`src/rtl/core_dbg_apb_pkg.sv`:
```
// rtl/core_dbg_apb_pkg.sv - shared types and widths for the core debug APB master
package core_dbg_apb_pkg;

    localparam int APB_ADDR_W = 32;
    localparam int APB_DATA_W = 32;
    localparam int APB_STRB_W = APB_DATA_W / 8;
    localparam int WDOG_W     = 16;

    typedef enum logic [1:0] {
        IDLE   = 2'd0,
        SETUP  = 2'd1,
        ACCESS = 2'd2,
        RESP   = 2'd3
    } apb_state_e;

    typedef struct packed {
        logic                  wr;
        logic [APB_DATA_W-1:0] wdata;
        logic [APB_STRB_W-1:0] wstrb;
    } apb_req_t;

    typedef struct packed {
        logic [APB_DATA_W-1:0] rdata;
        logic                  err;
    } apb_rsp_t;

endpackage

```
`src/rtl/core_dbg_apb_wdog.sv`:
```
// rtl/core_dbg_apb_wdog.sv - saturating ACCESS-phase wait counter with expiry flag
module core_dbg_apb_wdog
    import core_dbg_apb_pkg::*;
#(
    parameter int unsigned LIMIT = 255
) (
    input  logic clk,
    input  logic rst_n,
    input  logic i_clr,
    input  logic i_inc,
    output logic o_expired
);

    // Expired while the LIMIT-th consecutive wait cycle is in progress.
    localparam logic [WDOG_W-1:0] LAST = WDOG_W'(LIMIT - 1);

    logic [WDOG_W-1:0] r_cnt;

    always_ff @(posedge clk) begin
        if (!rst_n || i_clr) begin
            r_cnt <= '0;
        end else if (i_inc && (r_cnt != '1)) begin
            r_cnt <= r_cnt + WDOG_W'(1);
        end
    end

    assign o_expired = (r_cnt >= LAST);

endmodule

```
`src/rtl/core_dbg_apb_master.sv`:
```
// rtl/core_dbg_apb_master.sv - debug request to APB transfer bridge; CORE_DBG_APB_TIMEOUT_EN adds the abort path
module core_dbg_apb_master
    import core_dbg_apb_pkg::*;
#(
    parameter int ADDR_WIDTH     = 32,
    parameter int DATA_WIDTH     = 32,
    parameter int TIMEOUT_CYCLES = 255
) (
    input  logic                  clk,
    input  logic                  rst_n,
    input  logic                  req_valid,
    output logic                  req_ready,
    input  logic                  req_wr,
    input  logic [ADDR_WIDTH-1:0] req_addr,
    input  logic [DATA_WIDTH-1:0] req_wdata,
    input  logic [3:0]            req_wstrb,
    output logic                  rsp_valid,
    input  logic                  rsp_ready,
    output logic [DATA_WIDTH-1:0] rsp_rdata,
    output logic                  rsp_err,
    output logic [ADDR_WIDTH-1:0] paddr,
    output logic                  psel,
    output logic                  penable,
    output logic                  pwrite,
    output logic [DATA_WIDTH-1:0] pwdata,
    output logic [3:0]            pstrb,
    input  logic                  pready,
    input  logic [DATA_WIDTH-1:0] prdata,
    input  logic                  pslverr
);

    apb_state_e            r_state;
    apb_state_e            w_state_nxt;
    logic                  r_req_ready;
    logic                  r_psel;
    logic                  r_penable;
    logic                  r_rsp_valid;
    logic [ADDR_WIDTH-1:0] r_paddr;
    apb_req_t              r_req;
    apb_rsp_t              r_rsp;
    logic                  w_accept;
    logic                  w_capture;
    logic                  w_abort;
    logic                  w_expired;

`ifdef CORE_DBG_APB_TIMEOUT_EN
    core_dbg_apb_wdog #(
        .LIMIT (TIMEOUT_CYCLES)
    ) u_wdog (
        .clk       (clk),
        .rst_n     (rst_n),
        .i_clr     (r_state == SETUP),
        .i_inc     ((r_state == ACCESS) && !pready),
        .o_expired (w_expired)
    );
`else
    logic w_unused_tmo;
    assign w_unused_tmo = (TIMEOUT_CYCLES == 0);
    assign w_expired    = 1'b0;
`endif

    always_comb begin
        w_state_nxt = r_state;
        w_accept    = 1'b0;
        w_capture   = 1'b0;
        w_abort     = 1'b0;
        case (r_state)
            IDLE: begin
                // r_req_ready gates acceptance so nothing is taken while reset is still visible
                if (req_valid && r_req_ready) begin
                    w_accept    = 1'b1;
                    w_state_nxt = SETUP;
                end
            end
            SETUP:  w_state_nxt = ACCESS;
            ACCESS: begin
                if (pready) begin
                    w_capture   = 1'b1;
                    w_state_nxt = RESP;
                end else if (w_expired) begin
                    w_abort     = 1'b1;
                    w_state_nxt = RESP;
                end
            end
            RESP: begin
                if (rsp_ready) w_state_nxt = IDLE;
            end
            default: w_state_nxt = IDLE;
        endcase
    end

    always_ff @(posedge clk) begin
        if (!rst_n) begin
            r_state     <= IDLE;
            r_req_ready <= 1'b0;
            r_psel      <= 1'b0;
            r_penable   <= 1'b0;
            r_rsp_valid <= 1'b0;
        end else begin
            r_state     <= w_state_nxt;
            r_req_ready <= (w_state_nxt == IDLE);
            r_psel      <= (w_state_nxt == SETUP) || (w_state_nxt == ACCESS);
            r_penable   <= (w_state_nxt == ACCESS);
            r_rsp_valid <= (w_state_nxt == RESP);
        end
    end

    always_ff @(posedge clk) begin
        if (!rst_n) begin
            r_paddr <= '0;
            r_req   <= '0;
            r_rsp   <= '0;
        end else begin
            if (w_accept) begin
                r_paddr     <= req_addr;
                r_req.wr    <= req_wr;
                r_req.wdata <= req_wdata;
                r_req.wstrb <= req_wr ? req_wstrb : 4'h0;
            end
            if (w_capture) begin
                r_rsp.err   <= pslverr;
                r_rsp.rdata <= (r_req.wr || pslverr) ? '0 : prdata;
            end else if (w_abort) begin
                r_rsp.err   <= 1'b1;
                r_rsp.rdata <= '0;
            end
        end
    end

    assign req_ready = r_req_ready;
    assign psel      = r_psel;
    assign penable   = r_penable;
    assign paddr     = r_paddr;
    assign pwrite    = r_req.wr;
    assign pwdata    = r_req.wdata;
    assign pstrb     = r_req.wstrb;
    assign rsp_valid = r_rsp_valid;
    assign rsp_rdata = r_rsp.rdata;
    assign rsp_err   = r_rsp.err;

endmodule
```
`config.mk`:
```
export PLATFORM = sky130hd
export DESIGN_NAME = core_dbg_apb_master
export DESIGN_NICKNAME = d
export VERILOG_FILES = /design/src/rtl/core_dbg_apb_pkg.sv /design/src/rtl/core_dbg_apb_wdog.sv /design/src/rtl/core_dbg_apb_master.sv
export SDC_FILE = /design/constraint.sdc
export NUM_CORES = 1
export LEC_CHECK = 0
export BUFFER_PORTS_ARGS = -buffer_cell sky130_fd_sc_hd__buf_2
export CORE_UTILIZATION = 30
export CTS_CLUSTER_SIZE = 30
export DETAILED_ROUTE_END_ITERATION = 16
export PLACE_DENSITY = 0.66
export SYNTH_ARGS = -nofsm -noshare
export SYNTH_HDL_FRONTEND = slang
export SYNTH_SLANG_ARGS = --single-unit
```
`constraint.sdc`:
```
create_clock -name clk -period 1.65 [get_ports clk]
set_clock_uncertainty 0.2 [all_clocks]
set_input_delay 0.33 -clock clk [delete_from_list [all_inputs] [get_ports clk]]
set_output_delay 0.33 -clock clk [all_outputs]
set_load 0.02 [all_outputs]
```
# Word level (Yosys, flattened, before mapping)
# Index checks and enable logic that the tools add are counted.
[classes] n_eq_ne=6 reduce_logical=5 mux=11
[ops] operator="$mux 33" count=1
[ops] operator="$mux 32" count=1
[ops] operator="$eq 2x2->1 const B" count=4
[ops] operator="$pmux 2 s4" count=1
[ops] operator="$mux 2" count=3
[ops] operator="$eq 2x1->1 const B" count=2
[ops] operator="$logic_not 2->1" count=2
[ops] operator="$mux 1" count=4
[ops] operator="$mux 4" count=1
[ops] operator="$logic_or 1x1->1" count=2
[ops] operator="$logic_and 1x1->1" count=1
[totals] ff_bits=108 out_inout_bits=106 word_cells=33 inputBits=107

# Depth between registers and ports, before layout
[depth] word_depth=5 ltp_mapped=6 mapped_depth_nobuf=5

# Worst setup path before layout
# No wires, ideal clock.
[synth_timing] path_type="register -> register" start="register r_state[0]" end="register r_psel (netlist: psel)" stages_incl_launch_ff=7 n_path_buf=2 synth_period_minus_slack_ns=1.782 t_arrival_ns=1.468 path_slack_ns=-0.132 setup_time_ns=0.115 path_cell_list="dfxtp_1 > and4bb_4 > buf_12 > buf_4 > a21o_1 > ha_1 > and2_1"
[synth_via] elab_chain_len=4 elab_cells_between_ends=11
[synth_rtl] element="start: declaration" line="core_dbg_apb_master.sv:32" text="apb_state_e r_state;"
[synth_rtl] element="start signal: assignment" line="core_dbg_apb_master.sv:100" text="r_state <= w_state_nxt;"
[synth_rtl] element="$eq 2x2->1 (tied with other cells)" line="core_dbg_apb_master.sv:67" text="case (r_state)"
[synth_rtl] element="$pmux 2 s4 (*)" line="core_dbg_apb_master.sv:67"
[synth_rtl] element="net w_state_nxt[0]" line="core_dbg_apb_master.sv:33" text="apb_state_e w_state_nxt;"
[synth_rtl] element="$eq 2x1->1 / $eq 2x2->1 (equally long branches)" line="core_dbg_apb_master.sv:102" text="r_psel <= (w_state_nxt == SETUP) || (w_state_nxt == ACCESS);"
[synth_rtl] element="$logic_or 1x1->1 (*)" line="core_dbg_apb_master.sv:102"
[synth_rtl] element="end signal: assignment" line="core_dbg_apb_master.sv:102"
[synth_rtl] element="end: declaration" line="core_dbg_apb_master.sv:35" text="logic r_psel;"
# The timed path passes the listed nets; every way through them passes the cells marked *.
# A chain may end at the register's enable or synchronous reset.

# Worst setup path after layout
[layout_timing] start="register r_state[0]" end="register r_req, in the netlist pwdata[30]"
[layout_via] elab_chain_len=2
[layout_rtl] element="$logic_not 2->1" line="core_dbg_apb_master.sv:67"
[layout_rtl] element="$mux 1" line="core_dbg_apb_master.sv:67"
[layout_rtl] element="end: declaration" line="core_dbg_apb_master.sv:39" text="apb_req_t r_req;"
# Every way passes these cells.

==> run_results.csv <==
group,metric,value,unit
outcome,status,"finished, final reports clean",
worst_setup_path,path_cells,"and4bb_4 -> buf_12 -> nand3_1 -> o21ai_0",
hold_path,min_from,"req_wdata[7]",
floorplanning,die_w,117,um
floorplanning,fp.coreArea,12800,um2
worst_setup_path,critPathMaxStageDelay,0.38,ns
global_routing,grtUsageTotal,0.160,
clock_network,cts_buffers,9,
job,drv_cap,0,
power_and_ir_drop,pwr-share-seq,0.482,
drt,routedWlPerCell,12.1,um
timing,slew_violations,0,
layout,antennaDiodeCount,0,
power_and_ir_drop,p_sw_frac,0.275,
worst_setup_path,arrival,1.63,ns
power_and_ir_drop,powerDensity,967,nW/um2
timing,finalSetupViolations,0,
synth,synth.avg_cell_area,8.35,um2
drt,first_pass_iters,4,
worst_setup_path,critPathKind,"flip-flop to flip-flop",
drt,drt_iter0_markers,185,
timing,fmax,638,MHz
layout,syn_to_final_growth,50.9,%
layout,regArea,2160,um2
global_routing,grt_pass1_wl,17900,um
placed_design,hpwl,7380,um
timing,post-route-period-util,0.949,
synth,synth_edf_count,0,
drt,viasPerCell,4.56,
clock_network,cts-root-buf,"clkbuf_16",
power_and_ir_drop,intPower,4.23,mW
layout,multi_input_area,1570,um2
worst_setup_path,critPathBufInv,1,
synth,syn_area,4000,um2
global_routing,grt_max_degree,83,
worst_setup_path,r2r-end,"pwdata[30]",
floorplanning,die_y,117,um
layout,final_cells,904,
synth,synth_fp_nets,589,
clock_network,cts.sinks,108,
placed_design,dp_cells,832,
timing,min_period,1.57,ns
drt,vias,4118,
power_and_ir_drop,pwr-share-clk,0.354,
clock_network,clkLatencyLatePin,0.35,ns
global_routing,grt_pass1_vias,3763,
synth,synth_area_leaders,"dfxtp_1 54%, nand3_1 12%, o21ai_0 12%",
hold_path,min_to,"pwdata[7]",
timing,rsz0062_at_grt,"yes",
synth,synth_cell_type_count,24,
drt,drcViolationCount,0,
clock_network,cts_max_path_buffers,2,
timing,worstMarginPinSlew,0.349,ns
clock_network,cts_tree,"built",
layout,finalNetCount,837,
timing,slew_headroom,0.767,
clock_network,htree_levels,3,
timing,setup_tns,0,ns
worst_setup_path,cp.required,1.71,ns
layout,layout-drive-gt1-share,0.337,
power_and_ir_drop,p_leak,2.71,nW
worst_setup_path,crit_family,"simple AND/OR/NAND/NOR gates",
worst_setup_path,timing.rr.start,"r_state[0]",
timing,hold_viol_final,0,
floorplanning,start_util,0.312,
worst_setup_path,reg2reg_slack,0.08,ns
clock_network,cts_setup_buffers,0,
power_and_ir_drop,vdd_drop_max,554,uV
synth,synthTopCellsByCount,"108 x dfxtp_1, 102 x nand2_1, 99 x nand3_1",
worst_setup_path,worst_setup_path_start_kind,"flip-flop",
worst_setup_path,crit_path_end_kind,"flip-flop",
placed_design,port-buffer-count,212,
worst_setup_path,reg2reg_depth,4,
worst_setup_path,cp_max_fo,82,
timing,holdWs,0.0130,ns
synth,async_flop_share,0,
synth,post-synth-top-area-cell,"dfxtp_1",
clock_network,clk_pin_slew_worst_paths,0.07,ns
drt,routed_wl,11000,um
synth,synth.most_common_cell,"dfxtp_1",
floorplanning,die_area,13800,um2
placed_design,place_congestion,0.780,
worst_setup_path,crit_path_top_delay_cell,"and4bb_4",
synth,ys_ff_latch,108,
synth,ys.flop_type,"dfxtp_1",
floorplanning,io_pins,213,
synth,yosys_warnings,0,
synth,synth_cells,479,
power_and_ir_drop,power.switching,1.60,mW
hold_path,hold_path.class,"input pin to flip-flop",
global_routing,grt-ovfl-total,0,
hold_path,min_path_cells,3,
synth,synth_top_area_share,0.541,
layout,fill_cells,1240,
drt,postRouteAntennaNets,0,
power_and_ir_drop,power_frac_comb,0.164,
floorplanning,std_cell_rows,41,
global_routing,antenna_found_initial,0,
synth,yosysSeqAreaShare,0.541,
## power by group through the flow
stage | clock network, mW | registers [mW] | logic, mW
after global routing | 2.24 | 2.83 | 1.04
final | 2.07 | 2.81 | 0.954
after global placement | 0 | 2.87 | 0.850
after detailed placement | 0 | 2.87 | 0.855
after CTS | 2.13 | 2.81 | 0.956
after floorplan | 0 | 3.04 | 0.365
## stage by stage
step                      setup WS (ns)  power (mW)  utilization  instance area, um2
after floorplan                 -0.0621        3.40            -                4010
after global placement            0.124        3.72        0.405                5190
after detailed placement          0.110        3.73        0.405                5190
after CTS                        0.0968        5.90        0.471                6040
after global routing           -0.00119        6.11        0.471                6040
final                            0.0837        5.83        0.471                6040
## area by class of cell
cell class / count / share of cell area
clock buffer: 10 / 0.0396
clock inverter: 6 / 0.00788
inverter: 2 / 0.00124
multi-input combinational: 324 / 0.260
sequential: 108 / 0.359
tap: 172 / 0.0357
timing repair buffer: 282 / 0.297
## cells in the final DEF, fill, tap and decap left out, types with 4 or more instances in the layout
cell type and instances:
nand2_1 102, buf_2 211, nand4_1 4, o21ai_1 10, and2_1 6, dlygate4sd3_1 56, o21ai_0 92, nand3_1 99
dfxtp_1 106, clkbuf_16 9, buf_12 5, buf_4 10
## tightest hold or removal path, delay by kind of cell
kind                   cells  cell delay, ns
AOI/OAI and AO/OA          1            0.07
buffers and inverters      1            0.08
and+or+nand+nor            1            0.05
## layer usage
layer,global-route usage,part of all wire
met2,0.268,0.47
met5,0,0
met3,0.0562,0.083
met4,0.0705,0.020
met1,0.184,0.42
## timing repair
action / in CTS / in global routing
hold buffers: 56 / 0
hold endpoints to repair: 56 / 0
gates resized for setup: 0 / 0
endpoints found under the setup margin: 0 / 1
## sequential cells by signal, summed over array words and instances, names as in the netlist
name / count
pstrb: 4
psel: 1
rsp_err: 1
rsp_valid: 1
pwrite: 1
penable: 1
paddr: 32
rsp_rdata: 32
req_ready: 1
r_state: 2
pwdata: 32
## kinds of logic (layout without fill, tap and decap cells)
| logic type | after synthesis | in the layout | share of synthesized area |
|---|---|---|---|
| AO/OA/AOI/OAI | 106 | 106 | 0.135 |
| adder cells (fa/ha/maj) | 3 | 3 | 0.00939 |
| buffers and inverters | 47 | 300 | 0.0666 |
| flip-flops | 108 | 108 | 0.541 |
| multiplexers | 1 | 1 | 0.00250 |
| AND/OR/NAND/NOR | 214 | 214 | 0.246 |
## worst max-delay path by stage
stage | start | end | depth (start not counted)
3_5_place_dp | r_state[0] | paddr[30] | 5
4_1_cts | r_state[0] | psel | 4
3_3_place_gp | req_valid | psel | 5
6_report | r_state[0] | pwdata[30] | 4
2_1_floorplan | r_state[1] | psel | 6
5_1_grt | r_state[0] | pwdata[14] | 4
(Power assumes the default switching activity.)
